<file path="src/rtl/base_pkg.sv">
// -----------------------------------------------------------------------------
// base_pkg
// Shared types and constants for the base library.
//   state_t     : occupancy state of the two-entry skid buffer (EMPTY/HALF/FULL)
//   STALL_CNT_W : width of the optional saturating stall counter in base_skid
// -----------------------------------------------------------------------------
package base_pkg;

    // Occupancy of base_skid: EMPTY = no word, HALF = word in main,
    // FULL = words in main and skid.
    typedef enum logic [1:0] {
        EMPTY = 2'd0,
        HALF  = 2'd1,
        FULL  = 2'd2
    } state_t;

    localparam int unsigned STALL_CNT_W = 16;

endpackage

</file>
<file path="src/rtl/base_vlat.sv">
// -----------------------------------------------------------------------------
// base_vlat
// Plain enabled register with asynchronous active-high reset to a
// per-instance reset value. Building block for the base library stages.
//   clk   : clock, rising edge
//   reset : asynchronous, active-high reset; loads rstv
//   i_en  : load enable; register holds when low
//   i_d   : next value
//   o_q   : registered value
// Parameters: width (bits), rstv (reset value).
// -----------------------------------------------------------------------------
module base_vlat #(
    parameter int unsigned       width = 1,
    parameter logic [width-1:0]  rstv  = '0
) (
    input  logic             clk,
    input  logic             reset,
    input  logic             i_en,
    input  logic [width-1:0] i_d,
    output logic [width-1:0] o_q
);

    logic [width-1:0] r_q;

    always_ff @(posedge clk or posedge reset) begin
        if (reset) begin
            r_q <= rstv;
        end else if (i_en) begin
            r_q <= i_d;
        end
    end

    assign o_q = r_q;

endmodule

</file>
<file path="src/rtl/base_skid.sv">
// -----------------------------------------------------------------------------
// base_skid
// Two-entry elastic pipeline stage with valid/ready handshakes on both sides.
// Upstream ready is a flop, so no combinational path exists from o_r to i_r.
// Words leave in strict FIFO order from the main register; the skid register
// absorbs the one extra word accepted while downstream back-pressure is
// still invisible to the producer.
//
// Ports:
//   clk       : clock, rising edge
//   reset     : asynchronous, active-high reset
//   i_v       : upstream valid
//   i_r       : upstream ready (registered)
//   i_d       : upstream data [width-1:0]
//   o_v       : downstream valid
//   o_r       : downstream ready
//   o_d       : downstream data [width-1:0], driven by the main register
//   stall_cnt : saturating count of cycles with o_v=1 and o_r=0
//               (present only when BASE_SKID_STALL_CNT_EN is defined)
//
// Parameters: width (data bits), rstv (reset value of main and skid).
// Build option: define BASE_SKID_STALL_CNT_EN to add the stall counter.
// -----------------------------------------------------------------------------
module base_skid
    import base_pkg::*;
#(
    parameter int unsigned      width = 8,
    parameter logic [width-1:0] rstv  = '0
) (
    input  logic                   clk,
    input  logic                   reset,
    input  logic                   i_v,
    output logic                   i_r,
    input  logic [width-1:0]       i_d,
    output logic                   o_v,
    input  logic                   o_r,
    output logic [width-1:0]       o_d
`ifdef BASE_SKID_STALL_CNT_EN
    ,
    output logic [STALL_CNT_W-1:0] stall_cnt
`endif
);

    // -------------------------------------------------------------------------
    // Registered storage
    // -------------------------------------------------------------------------
    logic [1:0]       r_state_raw;
    state_t           r_state;
    logic             r_ir;
    logic [width-1:0] r_main;
    logic [width-1:0] r_skid;

    state_t           w_state_d;
    logic             w_ir_d;
    logic             w_acc;
    logic             w_main_en;
    logic             w_main_sel_skid;
    logic [width-1:0] w_main_d;
    logic             w_skid_en;

    assign r_state = state_t'(r_state_raw);

    // State register (process 1 of the FSM).
    base_vlat #(
        .width (2),
        .rstv  (EMPTY)
    ) u_state (
        .clk   (clk),
        .reset (reset),
        .i_en  (1'b1),
        .i_d   (w_state_d),
        .o_q   (r_state_raw)
    );

    // Ready resets low and rises on the first edge after reset release.
    base_vlat #(
        .width (1),
        .rstv  (1'b0)
    ) u_ir (
        .clk   (clk),
        .reset (reset),
        .i_en  (1'b1),
        .i_d   (w_ir_d),
        .o_q   (r_ir)
    );

    base_vlat #(
        .width (width),
        .rstv  (rstv)
    ) u_main (
        .clk   (clk),
        .reset (reset),
        .i_en  (w_main_en),
        .i_d   (w_main_d),
        .o_q   (r_main)
    );

    base_vlat #(
        .width (width),
        .rstv  (rstv)
    ) u_skid (
        .clk   (clk),
        .reset (reset),
        .i_en  (w_skid_en),
        .i_d   (i_d),
        .o_q   (r_skid)
    );

    // -------------------------------------------------------------------------
    // Next-state and data-enable logic (process 2 of the FSM)
    // -------------------------------------------------------------------------
    assign w_acc = i_v & r_ir;

    always_comb begin
        w_state_d       = r_state;
        w_main_en       = 1'b0;
        w_main_sel_skid = 1'b0;
        w_skid_en       = 1'b0;
        case (r_state)
            EMPTY: begin
                if (w_acc) begin
                    w_main_en = 1'b1;
                    w_state_d = HALF;
                end
            end
            HALF: begin
                if (w_acc) begin
                    if (o_r) begin
                        // Pass-through: drain and refill main in one edge.
                        w_main_en = 1'b1;
                    end else begin
                        // Producer could not yet see the stall; park the word.
                        w_skid_en = 1'b1;
                        w_state_d = FULL;
                    end
                end else if (o_r) begin
                    w_state_d = EMPTY;
                end
            end
            FULL: begin
                // i_r is low here, so no upstream word can arrive.
                if (o_r) begin
                    w_main_en       = 1'b1;
                    w_main_sel_skid = 1'b1;
                    w_state_d       = HALF;
                end
            end
            default: begin
                w_state_d = EMPTY;
            end
        endcase
    end

    assign w_main_d = w_main_sel_skid ? r_skid : i_d;

    // Ready is computed from the next state so it falls on the very edge that
    // fills skid and rises on the edge that drains it.
    assign w_ir_d = (w_state_d != FULL);

    // -------------------------------------------------------------------------
    // Outputs (process 3 of the FSM)
    // -------------------------------------------------------------------------
    always_comb begin
        o_v = (r_state != EMPTY);
        i_r = r_ir;
        o_d = r_main;
    end

`ifdef BASE_SKID_STALL_CNT_EN
    // -------------------------------------------------------------------------
    // Stall counter: cycles where a word is offered but not taken.
    // -------------------------------------------------------------------------
    logic [STALL_CNT_W-1:0] r_stall_cnt;

    always_ff @(posedge clk or posedge reset) begin
        if (reset) begin
            r_stall_cnt <= '0;
        end else if (o_v && !o_r && (r_stall_cnt != '1)) begin
            r_stall_cnt <= r_stall_cnt + 1'b1;
        end
    end

    assign stall_cnt = r_stall_cnt;
`endif

endmodule

</file>
<file path="config.mk">
export PLATFORM = sky130hd
export DESIGN_NAME = base_skid
export DESIGN_NICKNAME = d
export VERILOG_FILES = /design/src/rtl/base_pkg.sv /design/src/rtl/base_vlat.sv /design/src/rtl/base_skid.sv
export SDC_FILE = /design/constraint.sdc
export NUM_CORES = 1
export LEC_CHECK = 0
export ABC_CLOCK_PERIOD_IN_PS = 1700
export CORE_MARGIN = 5
export CORE_UTILIZATION = 44
export CTS_BUF_LIST = sky130_fd_sc_hd__clkbuf_8
export CTS_CLUSTER_DIAMETER = 80
export CTS_CLUSTER_SIZE = 40
export DETAILED_ROUTE_END_ITERATION = 8
export PLACE_DENSITY = 0.77
export SKIP_LAST_GASP = 1
export SYNTH_ARGS = -nofsm -noshare
export SYNTH_HDL_FRONTEND = slang
export SYNTH_SLANG_ARGS = --single-unit
</file>
<file path="constraint.sdc">
create_clock -name clk -period 1.7 [get_ports clk]
set_clock_uncertainty 0.2 [all_clocks]
set_input_delay 0.34 -clock clk [delete_from_list [all_inputs] [get_ports clk]]
set_output_delay 0.34 -clock clk [all_outputs]
set_load 0.02 [all_outputs]
</file>
Word level (Yosys, flattened, before mapping)
Index checks and enable logic that the tools add are counted.
- input bits: 12
- bits in registers: 19
- word-level logic and storage cells: 25
- output and inout bits: 10
- muxes and demuxes: 15
- reduce and logical (&&, ||, !) cells: 2
- bitwise gates (word level): 1
- equality and inequality tests: 3
- operators by type and width (operator ; number):
    2-bit 2-to-1 mux ; 5
    8-bit 2-to-1 mux ; 1
    1-bit 2-to-1 mux ; 7
    2-bit case mux with 3 select lines ; 1
    1-bit case mux with 3 select lines ; 1
    2-bit by 1-bit equality test with 1-bit output, second input constant ; 1
    2-bit equality test, second input constant ; 1
    2-bit logical NOT ; 1
    2-bit != test, second input constant ; 1
    2-bit nonzero test ; 1
    1-bit bitwise AND ; 1

Longest topological paths before layout
Gate-level depths: netlist of the first run.
- word-level depth: 4
- gate-level depth with buffers: 4
- mapped depth without buffers: 3

Hierarchy
Synthesis of the first run repeated with hierarchy kept, for this count alone.
- cell total of the unflattened synthesis: 68
- area total of the unflattened synthesis: 998.5 µm²
- modules (own cells, without submodules) (module ; area each (µm²) ; cells an instance ; sequential area each (µm²) ; times used):
    base_vlat at u_main ... ; 335.3 ; 18 ; 200.2 ; 2
    base_skid ; 207.7 ; 24 ; 0.0 ; 1
    base_vlat at u_state ; 76.3 ; 5 ; 50.0 ; 1
    base_vlat at u_ir ; 43.8 ; 3 ; 25.0 ; 1

Worst setup path before layout of the first run
No wires, ideal clock.
- path type: reg2reg
- start: reg u_ir.r_q, in the netlist u_ir.o_q
- end: reg u_main.r_q[0], in the netlist u_main.o_q[0]
- clock period less this slack: 1.662 ns
- required time: 1.375 ns
- library setup time: 0.125 ns
- data arrival time: 1.337 ns
- stages on the path, launching flop included: 4
- buffers on the path: 0
- path slack: 0.038 ns
- cells stage by stage: dfrtp_1 nand3b_1 o211ai_2 mux2_2
- word-level cells in the longest chain between the ends: 3
- elaborated cells between the ends (all ways): 4
- classes of those cells: 3 x mux; 1 x bitwise
- RTL lines (item ; RTL line ; text):
    start, declared ; base_vlat.sv:23 ; logic [width-1:0] r_q;
    start signal, assigned ; base_vlat.sv:27 ; r_q <= rstv;
    start signal, assigned ; base_vlat.sv:29 ; r_q <= i_d;
    1-bit bitwise AND (*) ; base_skid.sv:112 ; assign w_acc = i_v & r_ir;
    1-bit 2-to-1 mux (on tied branches) ; base_skid.sv:127, base_skid.sv:121 ;
    1-bit case mux with 3 select lines (*) ; base_skid.sv:119 ; case (r_state)
    end signal, assigned ; base_vlat.sv:27 ;
    end signal, assigned ; base_vlat.sv:29 ;
    end, declared ; base_vlat.sv:23 ;
Every way passes the cells marked *; elsewhere a longest branch is shown, timed or not.
A chain may end at the register's enable or synchronous reset.

Worst setup path in the final report of the first run
- start: reg u_state.r_q[1], in the netlist u_state.o_q[1]
- end: reg u_main.r_q[7], in the netlist u_main.o_q[7]
- word-level cells in the longest chain between the ends: 3
- elaborated cells between the ends (all ways): 6
- classes of those cells: 2 x eq/ne; 3 x mux; 1 x reduce/logical
- RTL lines (item ; RTL line ; text):
    start, declared ; base_vlat.sv:23 ;
    start signal, assigned ; base_vlat.sv:27 ;
    start signal, assigned ; base_vlat.sv:29 ;
    2-bit equality test ; base_skid.sv:119 ;
    1-bit 2-to-1 mux ; base_skid.sv:119 ;
    8-bit 2-to-1 mux ; base_skid.sv:154 ; assign w_main_d = w_main_sel_skid ? r_skid : i_d;
Parallel ways exist; a longest one is shown, timed or not.

==> metrics, run 1 <==
Worst-path clk slew around 0.070 ns; routed wire length 1620 um; Syn. warnings 0; top cell type's share of synthesized area between 50% and 60%; count of different cell masters after synthesis 13; Root Driver clkbuf_8; Max Cap Violations 0; CP peak stage delay 0.44 ns; DRC viols 0; P&R area growth vs syn 41.0%; total CTS buffers 3; Seq/Total Area, Yosys 55.0%; row count 16; max_slew headroom 81.6%; fin crit period 1.76 ns; syn_nets 71; CP cell instances nand3b_1 -> buf_4 -> mux2_2 -> mux2_4; Routed Antenna Nets 0; RSZ-0062 raised after global routing yes; Final Hold Vio Count 0; failing checks negative setup slack; worst min path class in -> async; Leak Pwr around 0.55 nW; Placed Cells 116; Gate Count Post-Synth a little under 60; clk_lat worst skew 0.25 ns; Flop pwr share 40.5%; Comb pwr share 43.8%; global-route wire length before repair around 2800 um; Worst path slowest cell dfrtp_2; Yosys reg bits 19; CP Class reg -> reg; Clk network pwr share 15.6%; Final Hold Slack ~0.2 ns; Net Sw Power approximately 0.63 mW; Reg area 477 um^2; via count about 590; Multi-input gate area 382 um^2; Sw Share 32.6%; power per cell area 1590 mW/mm^2; Post-CTS Setup Bufs 0; Int Pwr ~1.3 mW; clock tree sinks 19; VDD IR max 0.868 mV; Slew @ Worst Pin between 0.2 and 0.3 ns; Die ar. 0.00295 mm^2; initial DRC count 7; # fillers 159; fin cells 120; status finished, violations left; Die Y 54.3 um; Final Setup Violations 8; Inserted Diodes 0; cell taking the most area after synthesis dfrtp_1; GRT Util Overall 13.2%; f_max approximately 0.57 GHz; Worst EP required ~1.6 ns; RePlAce Congestion 0.689; Critical Path Start Type flop; top cells by area, synth dfrtp_1 55%, mux2_2 33%, nand4b_1 2.0%; number of global-route vias before repair roughly 630; syn avg cell area 14.7 um^2; drt via density 4.93; CP endpoint kind flop; hpwl dp about 1200 um; starting density of the core 45.0%; PortBufs 21; IO Pins 22; fin crit share 104%; largest net degree at the start of global routing 20; maximum net fanout on the critical path 7; synthesized area roughly 860 um^2; initial antenna violation count 0; TritonCTS clock tree built; layout cells sized above 1 46.2%; Final Net Count 106; H-tree Lvls 1; max-slew violations 0; first-pass iteration count of the detailed router 4; core area slightly below 0.002 mm^2; grt ovf 0; worst setup margin -0.0595 ns; CTS Buffer Depth 2; WL/cell about 14 um; chip width 54.3 um; Worst EP arrival around 1.7 ns
[cell usage in the layout, fill, tap and decap left out]
cell type / synthesis / layout
a21o_1: 1 / 1
buf_4: 0 / 8
buf_6: 1 / 2
clkbuf_2: 0 / 1
clkbuf_8: 0 / 3
clkdlybuf4s50_1: 0 / 9
dfrtp_1: 19 / 18
dfrtp_2: 0 / 1
dlygate4sd2_1: 0 / 11
inv_1: 2 / 3
mux2_2: 25 / 22
mux2_4: 0 / 3
nand2_1: 1 / 1
nand2b_1: 2 / 2
nand3b_1: 2 / 2
nand4b_1: 2 / 2
nor2_2: 1 / 1
o211ai_1: 1 / 1
o211ai_2: 1 / 1
or2_2: 1 / 1
[repair_timing]
| item | in CTS | in global routing |
|---|---|---|
| hold buffers | 0 | 0 |
| pin swaps | 2 | 1 |
| gates cloned | 0 | 0 |
| setup endpoints to repair | 26 | 12 |
| gates resized for setup | 16 | 4 |
[layout make-up]
class,instances,area share (%)
Tap cell,27,2.77
Timing Repair Buffer,31,22.5
Clock buffer,3,3.39
Multi-Input combinational cell,37,31.3
Sequential cell,19,39.1
Clock inverter,1,0.308
Inverter,2,0.616
[sequential cells by signal, summed over array words and instances, names as in the netlist]
| signal | cells |
|---|---|
| u_ir.o_q | 1 |
| u_main.o_q | 8 |
| u_skid.o_q | 8 |
| u_state.o_q | 2 |
[critical path: cells and delay by family (launching register included)]
| kind | cells | cell delay, ns |
|---|---|---|
| muxes | 2 | 0.59 |
| DFF | 1 | 0.44 |
| buffers and inverters | 1 | 0.18 |
| and+or+nand+nor | 1 | 0.24 |
[final timing paths]
kind                                start             end  slack [ns]  cells after the start
setup / recovery           u_state.o_q[1]   u_main.o_q[7]       -0.06                      4
hold / removal                      reset   u_skid.o_q[0]        0.20                      3
setup reg to reg           u_state.o_q[1]   u_main.o_q[7]       -0.06                      4
hold reg to reg             u_main.o_q[0]   u_main.o_q[0]        0.30                      1
max in group asynchronous           reset  u_state.o_q[1]        0.89                      3
min in group clk            u_main.o_q[0]   u_main.o_q[0]        0.30                      1
[power groups by stage]
stage	Sequential, mW	Clock (mW)	Combinational [mW]
final	0.786	0.303	0.850
after global routing	0.821	0.339	0.918
after CTS	0.783	0.315	0.849
after detailed placement	0.791	0	0.912
after global placement	0.787	0	0.901
after floorplan	0.910	0	0.386
[synth_stat cells]
cell type	count
dfrtp_1	19
buf_6	1
or2_2	1
a21o_1	1
o211ai_1	1
mux2_2	25
nand4b_1	2
nand3b_1	2
nor2_2	1
nand2b_1	2
o211ai_2	1
nand2_1	1
inv_1	2
[kinds of logic (layout without fill, tap and decap cells)]
| logic type | after synthesis | in the layout | synth area share, % |
|---|---|---|---|
| AOI/OAI and AO/OA | 3 | 3 | 3.18 |
| buffers and inverters | 3 | 37 | 2.17 |
| DFF | 19 | 19 | 55.0 |
| muxes | 25 | 25 | 32.6 |
| and+or+nand+nor | 9 | 9 | 7.09 |
[routing by layer]
layer	up-vias	track usage [%]	part of all wire, %
li1	281	-	-
met1	287	18.5	49
met2	20	19.3	45
met5	-	0	0
met4	0	6.22	1.5
met3	3	2.72	4.5
[metrics by stage]
step	worst slack [ns]	power (mW)	area, um^2	TNS (ns)	utilization, %
after detailed placement	-0.399	1.70	1170	-5.62	61.0
after global placement	-0.372	1.69	1170	-5.30	61.0
final	-0.0595	1.94	1220	-0.236	63.4
after global routing	-0.128	2.08	1220	-0.767	63.4
after CTS	-0.107	1.95	1210	-0.296	63.2
after floorplan	0.0384	1.30	865	0	-
No activity file was read; power rests on OpenSTA's default activity.
==> run 2: changes to the inputs <==
--- a/config.mk
+++ b/config.mk
@@ -5,14 +5,14 @@
 export SDC_FILE = /design/constraint.sdc
 export NUM_CORES = 1
 export LEC_CHECK = 0
-export ABC_CLOCK_PERIOD_IN_PS = 1700
+export CORE_ASPECT_RATIO = 0.6
 export CORE_MARGIN = 5
-export CORE_UTILIZATION = 44
+export CORE_UTILIZATION = 40
 export CTS_BUF_LIST = sky130_fd_sc_hd__clkbuf_8
 export CTS_CLUSTER_DIAMETER = 80
 export CTS_CLUSTER_SIZE = 40
 export DETAILED_ROUTE_END_ITERATION = 8
-export PLACE_DENSITY = 0.77
+export PLACE_DENSITY = 0.71
 export SKIP_LAST_GASP = 1
 export SYNTH_ARGS = -nofsm -noshare
 export SYNTH_HDL_FRONTEND = slang
==> run 2 against run 1 <==
Net effect:
- worst hold slack improved by 0.0028 ns
- sequential share of layout area fell by 2.9 points
- fmax fell by 0.20%
- register-to-register slack barely moved
- the flow still finishes with violations (negative setup slack)
- sequential cell count did not move
- largest power group unchanged
- wire length rose by 16%
- count of clock-buffer cells in the layout did not move
- design area rose by 7.7%
- combinational power rose by 19%
==> metrics, run 2 (synthesis results as in run 1) <==
total CTS buffers 3 (unchanged); global-route wire length before repair 3320 um (was 2800 um); max-slew violations 0 (unchanged); Placed Cells 119 (was 116); Int Pwr 1.42 mW (was 1.31 mW); chip width 70.0 um (was 54.3 um); CP peak stage delay 0.42 ns (was 0.44 ns); H-tree Lvls 1 (unchanged); status finished, violations left (unchanged); Final Cell Area 0.00131 mm^2 (was 0.00122 mm^2); Flop pwr share 37.5% (was 40.5%); grt ovf 0 (unchanged); Comb pwr share 47.9% (was 43.8%); RSZ-0062 raised after global routing yes (unchanged); WL/cell 14.9 um (was 13.5 um); Clk network pwr share 14.7% (was 15.6%); P&R area growth vs syn 51.8% (was 41.0%); GRT Util Overall 14.0% (was 13.2%); Worst path slowest cell dfrtp_1 (was dfrtp_2); Net Sw Power 0.687 mW (was 0.632 mW); clk_lat worst skew 0.26 ns (was 0.25 ns); row count 13 (was 16); initial antenna violation count 0 (unchanged); Worst-path clk slew 0.07 ns (about the same); Slew @ Worst Pin 0.238 ns (was 0.276 ns); DRC viols 0 (unchanged); drt via density 4.79 (was 4.93); cell family with most CP delay multiplexers (unchanged); via count 603 (was 591); area post-placement 0.00118 mm^2 (was 0.00117 mm^2); worst min path class in -> async (unchanged); Crit path top cell by count mux2_2; # fillers 180 (was 159); clock tree sinks 19 (unchanged); routed wire length 1880 um (was 1620 um); failing checks negative setup slack (unchanged); commonest non-fill, non-tap cell in the layout dfrtp_1 (was mux2_2); Leak Pwr 0.596 nW (was 0.550 nW); fin crit share 104% (about the same); number of global-route vias before repair 692 (was 634); fin crit period 1.76 ns (about the same); largest net degree at the start of global routing 20 (unchanged); Critical Path Start Type flop (unchanged); TritonCTS clock tree built (unchanged); starting density of the core 40.9% (was 45.0%); worst setup margin -0.0631 ns (was -0.0595 ns); Final Power 2.10 mW (was 1.94 mW); Max Cap Violations 0 (unchanged); RePlAce Congestion 0.766 (was 0.689); Sw Share 32.7% (was 32.6%); PortBufs 21 (unchanged); worst reg2reg path depth 5 (was 4); first-pass iteration count of the detailed router 2 (was 4); Place WS -0.406 ns (was -0.399 ns); Final Setup Violations 16 (was 8); core area 0.00211 mm^2 (was 0.00192 mm^2); CP Class reg -> reg (unchanged); CTS Buffer Depth 2 (unchanged); Die Y 46.0 um (was 54.3 um); hpwl dp 1280 um (was 1180 um); IO Pins 22 (unchanged); Crit path depth 5 (was 4); VDD IR max 0.706 mV (was 0.868 mV); maximum net fanout on the critical path 6 (was 7); Setup TNS -0.460 ns (was -0.236 ns); Worst EP arrival 1.70 ns (about the same); initial DRC count 19 (was 7); fin cells 126 (was 120); most frequent cells in the layout 19 x dfrtp_1, 15 x mux2_2, 11 x dlygate4sd2_1 (was 22 x mux2_2, 18 x dfrtp_1, 11 x dlygate4sd2_1); max_slew headroom 84.1% (was 81.6%); f_max 0.567 GHz (was 0.568 GHz); Buf/Inv on CP 2 (was 1); hold-fix buffer count after cts 0 (unchanged); CP cell instances buf_4 -> nand3b_1 -> buf_6 -> mux2_2 -> mux2_2 (was nand3b_1 -> buf_4 -> mux2_2 -> mux2_4); layout cells sized above 1 47.9% (was 46.2%); Final Net Count 109 (was 106); Worst EP required 1.64 ns (about the same); power per cell area 1600 mW/mm^2 (was 1590 mW/mm^2); Routed Antenna Nets 0 (unchanged); Die ar. 0.00322 mm^2 (was 0.00295 mm^2); Inserted Diodes 0 (unchanged); CP endpoint kind flop (unchanged); Root Driver clkbuf_8 (unchanged); Final Hold Vio Count 0 (unchanged)
[run 2: routing by layer]
layer,up-vias,part of all wire [%],track usage [%]
li1,288,-,-
met1,298,47,17.1
met2,15,46,22.5
met3,2,6.5,5.95
met4,0,0.58,5.73
met5,-,0,0
[run 2: cell type report]
class                           instances  area [um^2]  area share, %
Sequential cell                        19          475           36.2
Multi-Input combinational cell         37          422           32.1
Timing Repair Buffer                   34          324           24.7
Clock buffer                            3         41.3           3.15
Tap cell                               30         37.5           2.86
Inverter                                2         7.51          0.572
Clock inverter                          1         5.00          0.381
[run 2: power groups by stage]
stage	Combinational (mW)	Clock [mW]	Sequential, mW
floorplan	0.386	0	0.910
global placement	0.884	0	0.788
detailed placement	0.908	0	0.793
CTS	1.00	0.322	0.787
global route	1.07	0.347	0.818
finish	1.01	0.308	0.788
[run 2: worst min-delay path, delay by kind of cell]
family / cells / cell delay (ns)
buf+inv: 3 / 0.70
[run 2: worst paths after layout]
path                                start       endpoint  slack (ns)
setup / recovery           u_state.o_q[1]  u_main.o_q[4]       -0.06
hold / removal                      reset  u_skid.o_q[6]        0.20
setup reg to reg           u_state.o_q[1]  u_main.o_q[4]       -0.06
hold reg to reg             u_main.o_q[6]  u_main.o_q[6]        0.30
max in group asynchronous           reset  u_skid.o_q[4]        0.90
min in group clk            u_main.o_q[6]  u_main.o_q[6]        0.30
[run 2: repair_timing]
| action | 4_1_cts | 5_1_grt |
|---|---|---|
| buffers inserted | 3 | 0 |
| gates resized for setup | 29 | 3 |
| pin swaps | 3 | 0 |
| setup endpoints to repair | 26 | 17 |
[run 2: per-stage QoR]
stage / hold slack (ns) / utilization, %
final: 0.200 / 62.1
after global routing: 0.231 / 62.1
after CTS: 0.204 / 62.1
after detailed placement: 0.293 / 55.6
after global placement: 0.285 / 55.6
after floorplan: 0.0911 / -
